<file path="src/rtl/ssd_pkg.sv">
// rtl/ssd_pkg.sv - shared state enum and display/bound constants for the seven-segment counter
package ssd_pkg;

  typedef enum logic [1:0] {
    ST_IDLE  = 2'd0,
    ST_RUN   = 2'd1,
    ST_PAUSE = 2'd2,
    ST_LIMIT = 2'd3
  } state_e;

  localparam logic [3:0]  SSD_MINUS   = 4'd15;
  localparam logic [15:0] MAX_MAG     = 16'h9999;
  localparam logic [15:0] MIN_NEG_MAG = 16'h0999;

endpackage

</file>
<file path="src/rtl/bcd_digit.sv">
// rtl/bcd_digit.sv - one BCD digit incrementer/decrementer with ripple carry/borrow
module bcd_digit (
  input  logic [3:0] digit_i,
  input  logic       dec_i,
  input  logic       cin_i,
  output logic [3:0] digit_o,
  output logic       cout_o
);

  // cin_i doubles as the enable: a digit only moves when everything below it wrapped
  always_comb begin
    digit_o = digit_i;
    cout_o  = 1'b0;
    if (cin_i) begin
      if (dec_i) begin
        if (digit_i == 4'd0) begin
          digit_o = 4'd9;
          cout_o  = 1'b1;
        end else begin
          digit_o = digit_i - 4'd1;
        end
      end else begin
        if (digit_i >= 4'd9) begin
          digit_o = 4'd0;
          cout_o  = 1'b1;
        end else begin
          digit_o = digit_i + 4'd1;
        end
      end
    end
  end

endmodule

</file>
<file path="src/rtl/bcd_signed_counter.sv">
// rtl/bcd_signed_counter.sv - signed four-digit BCD up/down counter feeding ssd_decoder
module bcd_signed_counter
  import ssd_pkg::*;
#(
  parameter int TICK_DIV = 100_000_000
) (
  input  logic       clk,
  input  logic       rst_n,
  input  logic       start_pause,
  input  logic       clr,
  input  logic       up,
  output logic [3:0] d0,
  output logic [3:0] d1,
  output logic [3:0] d2,
  output logic [3:0] d3,
  output logic       running,
  output logic       at_limit
);

  localparam int PW = $clog2(TICK_DIV);
  localparam logic [PW-1:0] PRESC_LAST = PW'(TICK_DIV - 1);

  state_e        state_q, state_d;
  logic [PW-1:0] presc_q, presc_d;
  logic [15:0]   mag_q, mag_d;
  logic          neg_q, neg_d;
  logic [15:0]   disp_q, disp_d;
  logic          running_q, running_d;
  logic          at_limit_q, at_limit_d;

  logic [4:0]    carry;
  logic [15:0]   mag_step;
  logic          mag_nz;
  logic          step_dec;
  logic          step_neg;
  logic          limit_hit;
  logic          step;

  // Sign-magnitude: moving toward zero decrements the magnitude, away from zero increments it
  assign mag_nz   = |mag_q;
  assign step_dec = up ? neg_q : (!neg_q && mag_nz);
  assign carry[0] = 1'b1;

  for (genvar i = 0; i < 4; i++) begin : g_digit
    bcd_digit u_digit (
      .digit_i (mag_q[4*i +: 4]),
      .dec_i   (step_dec),
      .cin_i   (carry[i]),
      .digit_o (mag_step[4*i +: 4]),
      .cout_o  (carry[i+1])
    );
  end

  assign step_neg  = up ? (neg_q && (|mag_step)) : (neg_q || !mag_nz);
  // A carry out of the top digit would wrap; treat it as a bound rather than rolling over
  assign limit_hit = carry[4] ||
                     (step_neg ? (mag_step == MIN_NEG_MAG) : (mag_step == MAX_MAG));
  assign step      = (state_q == ST_RUN) && (presc_q == PRESC_LAST);

  always_comb begin
    state_d = state_q;
    presc_d = presc_q;
    mag_d   = mag_q;
    neg_d   = neg_q;
    if (clr) begin
      state_d = ST_IDLE;
      presc_d = '0;
      mag_d   = '0;
      neg_d   = 1'b0;
    end else begin
      case (state_q)
        ST_IDLE: begin
          if (start_pause) begin
            state_d = ST_RUN;
            presc_d = '0;
          end
        end
        ST_RUN: begin
          if (step) begin
            presc_d = '0;
            if (!carry[4]) begin
              mag_d = mag_step;
              neg_d = step_neg;
            end
            if (limit_hit) begin
              state_d = ST_LIMIT;
            end else if (start_pause) begin
              state_d = ST_PAUSE;
            end
          end else begin
            presc_d = presc_q + PW'(1);
            if (start_pause) begin
              state_d = ST_PAUSE;
            end
          end
        end
        ST_PAUSE: begin
          if (start_pause) begin
            state_d = ST_RUN;
          end
        end
        ST_LIMIT: begin
          state_d = ST_LIMIT;
        end
        default: begin
          state_d = ST_IDLE;
        end
      endcase
    end

    disp_d     = {(neg_d ? SSD_MINUS : mag_d[15:12]), mag_d[11:0]};
    running_d  = (state_d == ST_RUN);
    at_limit_d = (state_d == ST_LIMIT);
  end

  always_ff @(posedge clk or negedge rst_n) begin
    if (!rst_n) begin
      state_q    <= ST_IDLE;
      presc_q    <= '0;
      mag_q      <= '0;
      neg_q      <= 1'b0;
      disp_q     <= '0;
      running_q  <= 1'b0;
      at_limit_q <= 1'b0;
    end else begin
      state_q    <= state_d;
      presc_q    <= presc_d;
      mag_q      <= mag_d;
      neg_q      <= neg_d;
      disp_q     <= disp_d;
      running_q  <= running_d;
      at_limit_q <= at_limit_d;
    end
  end

  assign d0       = disp_q[3:0];
  assign d1       = disp_q[7:4];
  assign d2       = disp_q[11:8];
  assign d3       = disp_q[15:12];
  assign running  = running_q;
  assign at_limit = at_limit_q;

endmodule

</file>
<file path="config.mk">
export PLATFORM = sky130hd
export DESIGN_NAME = bcd_signed_counter
export DESIGN_NICKNAME = d
export VERILOG_FILES = /design/src/rtl/ssd_pkg.sv /design/src/rtl/bcd_digit.sv /design/src/rtl/bcd_signed_counter.sv
export SDC_FILE = /design/constraint.sdc
export NUM_CORES = 1
export LEC_CHECK = 0
export ABC_AREA = 1
export BUFFER_PORTS_ARGS = -buffer_cell sky130_fd_sc_hd__buf_2
export CORE_AREA = 3 3 95 97
export CTS_BUF_LIST = sky130_fd_sc_hd__clkbuf_16
export DETAILED_ROUTE_END_ITERATION = 7
export DIE_AREA = 0 0 98 100
export PLACE_DENSITY = 0.66
export SLEW_MARGIN = 20
export SYNTH_ARGS = -nofsm -noshare
export SYNTH_HDL_FRONTEND = slang
export SYNTH_HIERARCHICAL = 1
export SYNTH_SLANG_ARGS = --single-unit
</file>
<file path="constraint.sdc">
create_clock -name clk -period 11.1 [get_ports clk]
set_input_delay 0.555 -clock clk [delete_from_list [all_inputs] [get_ports clk]]
set_output_delay 0.555 -clock clk [all_outputs]
set_load 0.01 [all_outputs]
</file>
==> metrics list <==
* Cell chosen for the clock root: sky130_fd_sc_hd__clkbuf_16
- Effective utilization at floorplan: 50.0%
* Most frequent cell after synthesis: sky130_fd_sc_hd__nand2_1
- Entering global routing, the biggest net connects 53 pins.
- For this run, the leading register cell type out of synthesis is sky130_fd_sc_hd__dfrtp_1.
- In the synthesized netlist, the number of instances is 589.
- Master of the slowest instance on the critical path: sky130_fd_sc_hd__dfrtp_1
* Kind of capture point of the worst setup path: flop
* Worst-Skew Late Latency: 0.29 ns
* Highest net fanout along the worst path: 20
- Final number of max-transition violations: 0
* Critical path data arrival time: 4.92 ns
- Pwr dens: 90.8 nW/µm²
* Count of standard-cell rows: 33
- In the post-synthesis netlist, the biggest area contributors are sky130_fd_sc_hd__dfrtp_1, sky130_fd_sc_hd__nand2_1, sky130_fd_sc_hd__nor2_1.
* Dominant cell type by area after synthesis: sky130_fd_sc_hd__dfrtp_1
- TritonCTS clock tree: yes
* Area of the multi-input gates: 2320 µm²
- CTS built an H-tree with a depth of 2.
- Dividing the detail-routed via count by the number of cells gives 5.22.
* Critical Path Start Type: flop
- GRT overflow: 0
- The cell area that synthesis handed to floorplanning was 4110 µm².
* Post-synthesis sequential area ratio: 31.6%
- Horizontal extent of the die: 98 µm
- Headroom to the max-slew limit: 47.7%
- For the final routed database, the setup TNS stands at 0 ns.
- Between clock sinks in the finished design, the worst skew comes to 0.00485 ns.
* Count of warnings emitted by yosys: 6
- In this run, synthesis inferred 0 flip-flops with an integrated enable.
- The path class of the tightest hold or removal check is input port to asynchronous set/reset pin.
- ANT cells: 0
- At the end of the flow the core is filled with cells to 53.4%.
- Half-perimeter wire length after placement: 6770 µm
* Shortest period the worst path allows: 4.74 ns
- Aggregate routed wire length: 9040 µm
- At the pin with the least slew margin, the transition time is 0.782 ns.
* Proportion of synthesized flip-flops having asynchronous set or reset: 100%
* Antenna Violating Nets Remaining: 0
- The die covers 9800 µm².
* DRC Markers: 0
- Pre-CTS worst setup slack: 6.44 ns
* Height of the die: 100 µm
- Pleak: 2.23 nW
* Number of antenna violations at the first check in global routing: 0
* Area growth from synthesis to final layout: 6.66%
- Peak Freq: 211 MHz
* TritonCTS buffer count: 5
- In the final design database the tool counted 626 nets.
- The tool flagged a number of max-cap violations equal to 0.
- In this run, distinct cell masters in the synthesized netlist total 41.
- List of most frequent post-synthesis cells: sky130_fd_sc_hd__nand2_1, sky130_fd_sc_hd__nor2_1, sky130_fd_sc_hd__inv_1
- Post-layout worst setup margin: 6.36 ns
- Clock-pin slew was measured on the worst setup and hold paths at 0.07 ns.
- No sink is reached through more buffers than the 2 on the longest clock path.
* Average footprint of a synthesized cell: 6.98 µm²
- In this run, post-CTS repair resized a total of 0 instances.
- In the global route stage, overall resource usage came out at 19.4%.
- After filler insertion, the fill cell instance count of the layout stands at 817.
* VDD IR-drop max: 0.0954 mV
- Dividing the final minimum period by the clock period gives 42.7%.
* Hold Fails Final Rpt: 0
* Unrepaired setup endpoints after global routing: no
- WL per Instance: 12.7 µm
- Vias in the first global route: 3425
- The count of buffers added on input and output ports is 22.
- Synthesis inferred 52 register bits.
- Number of vias in the routed layout: 3705
* Slowest stage delay, CP: 0.55 ns
* Final weighted congestion in routability-driven placement: 0.924
- DR pass1 iterations: 5
- The synthesized design devotes to its leading area cell type 31.6% of total area.
- The worst setup path is of the flop to flop kind.
* Hold-fix buffer count after cts: 0
* Combined flip-flop and latch cell area: 1300 µm²
- The run finished with clean final reports.
- The first global-routing pass estimated 15900 µm of wire.
- The most numerous cell type found on the critical path is sky130_fd_sc_hd__nand2_1.
* Req. time, crit path: 11.28 ns
- 23 I/O pins were placed.
- Setup violations remaining at the end of the flow were counted as 0.
- The clock net in this run drives a total of 52 sinks.
- Iteration-0 DRC count of the detailed router: 246
* Area of the placeable core: 8220 µm²
- Of the cells placed in the final design, the portion with a size suffix greater than 1 is 14.2%.
* Post-CTS setup buffers: 0
-- where the power goes --
part | leakage (nW) | total (mW) | internal (mW) | switching (mW)
sequential | 0.722 | 0.195 | 0.193 | 0.00286
clock | 0.0798 | 0.175 | 0.106 | 0.0686
combinational | 1.43 | 0.0281 | 0.00741 | 0.0206
-- registers in the layout, indices dropped and copies added, names as in the netlist --
name / count
at_limit: 1
running: 1
mag_q: 4
neg_q: 1
presc_q: 27
disp_q: 16
state_q: 2
-- cells by family (layout without fill, tap and decap cells) --
kind of cell | Yosys count | count (layout) | synth area share, %
DFF | 52 | 52 | 31.6
AOI/OAI and AO/OA | 71 | 71 | 10.7
other | 1 | 7 | 0.0912
adders and majority gates | 17 | 17 | 5.17
xor gates and xnor gates | 13 | 13 | 2.77
and+or+nand+nor | 331 | 331 | 37.3
buffers and inverters | 104 | 114 | 12.4
-- layer usage --
metal | global-route usage, % | part of all wire, % | routed length, µm
met1 | 27.6 | 50 | 4560
met2 | 30.5 | 43 | 3920
met3 | 3.13 | 5.1 | 462
met4 | 5.96 | 1.0 | 90
met5 | 0 | 0 | 0
-- worst paths after layout --
| kind | cells past startpoint | endpoint | slack (ns) | from |
|---|---|---|---|---|
| setup / recovery | 30 | running | 6.36 | disp_q[6] |
| hold / removal | 2 | presc_q[25] | 0.38 | rst_n |
| setup reg to reg | 30 | running | 6.36 | disp_q[6] |
| hold reg to reg | 2 | presc_q[5] | 0.54 | presc_q[5] |
| max in group asynchronous | 2 | mag_q[15] | 10.29 | rst_n |
| min in group clk | 2 | presc_q[5] | 0.54 | presc_q[5] |
-- metrics by stage --
stage	hold slack (ns)	instances	cell area, µm²	power, mW
2_1_floorplan	0.259	595	4130	0.216
3_3_place_gp	0.522	702	4220	0.227
3_5_place_dp	0.532	702	4220	0.227
4_1_cts	0.408	710	4390	0.403
5_1_grt	0.427	710	4390	0.415
6_report	0.378	710	4390	0.398
-- layout by cell type, fill, tap and decap left out, drive strengths merged, types with 3 or more instances in the layout --
master	instances
nand3	50
xor2	9
nor2	88
nor3	10
buf	23
o22ai	3
inv	82
dfrtp	52
o211ai	9
o21ai	19
nor4	4
clkbuf	5
nand4	19
a31oi	3
ha	17
a21oi	32
xnor2	4
nand2	159
conb	7
-- cell type report --
type	count	share of cell area, %
Inverter	83	7.82
Clock inverter	3	0.970
Tap cell	105	3.00
Timing Repair Buffer	23	2.68
Multi-Input combinational cell	439	53.0
Clock buffer	5	2.85
Sequential cell	52	29.7
-- critical path: cells and delay by family, from the launching register on --
family / cells / cell delay [ns]
AO/OA/AOI/OAI: 2 / 0.26
buffers and inverters: 1 / 0.16
flip-flops: 1 / 0.55
AND/OR/NAND/NOR: 27 / 3.64
Note: power is estimated with default switching activity, not from simulation.
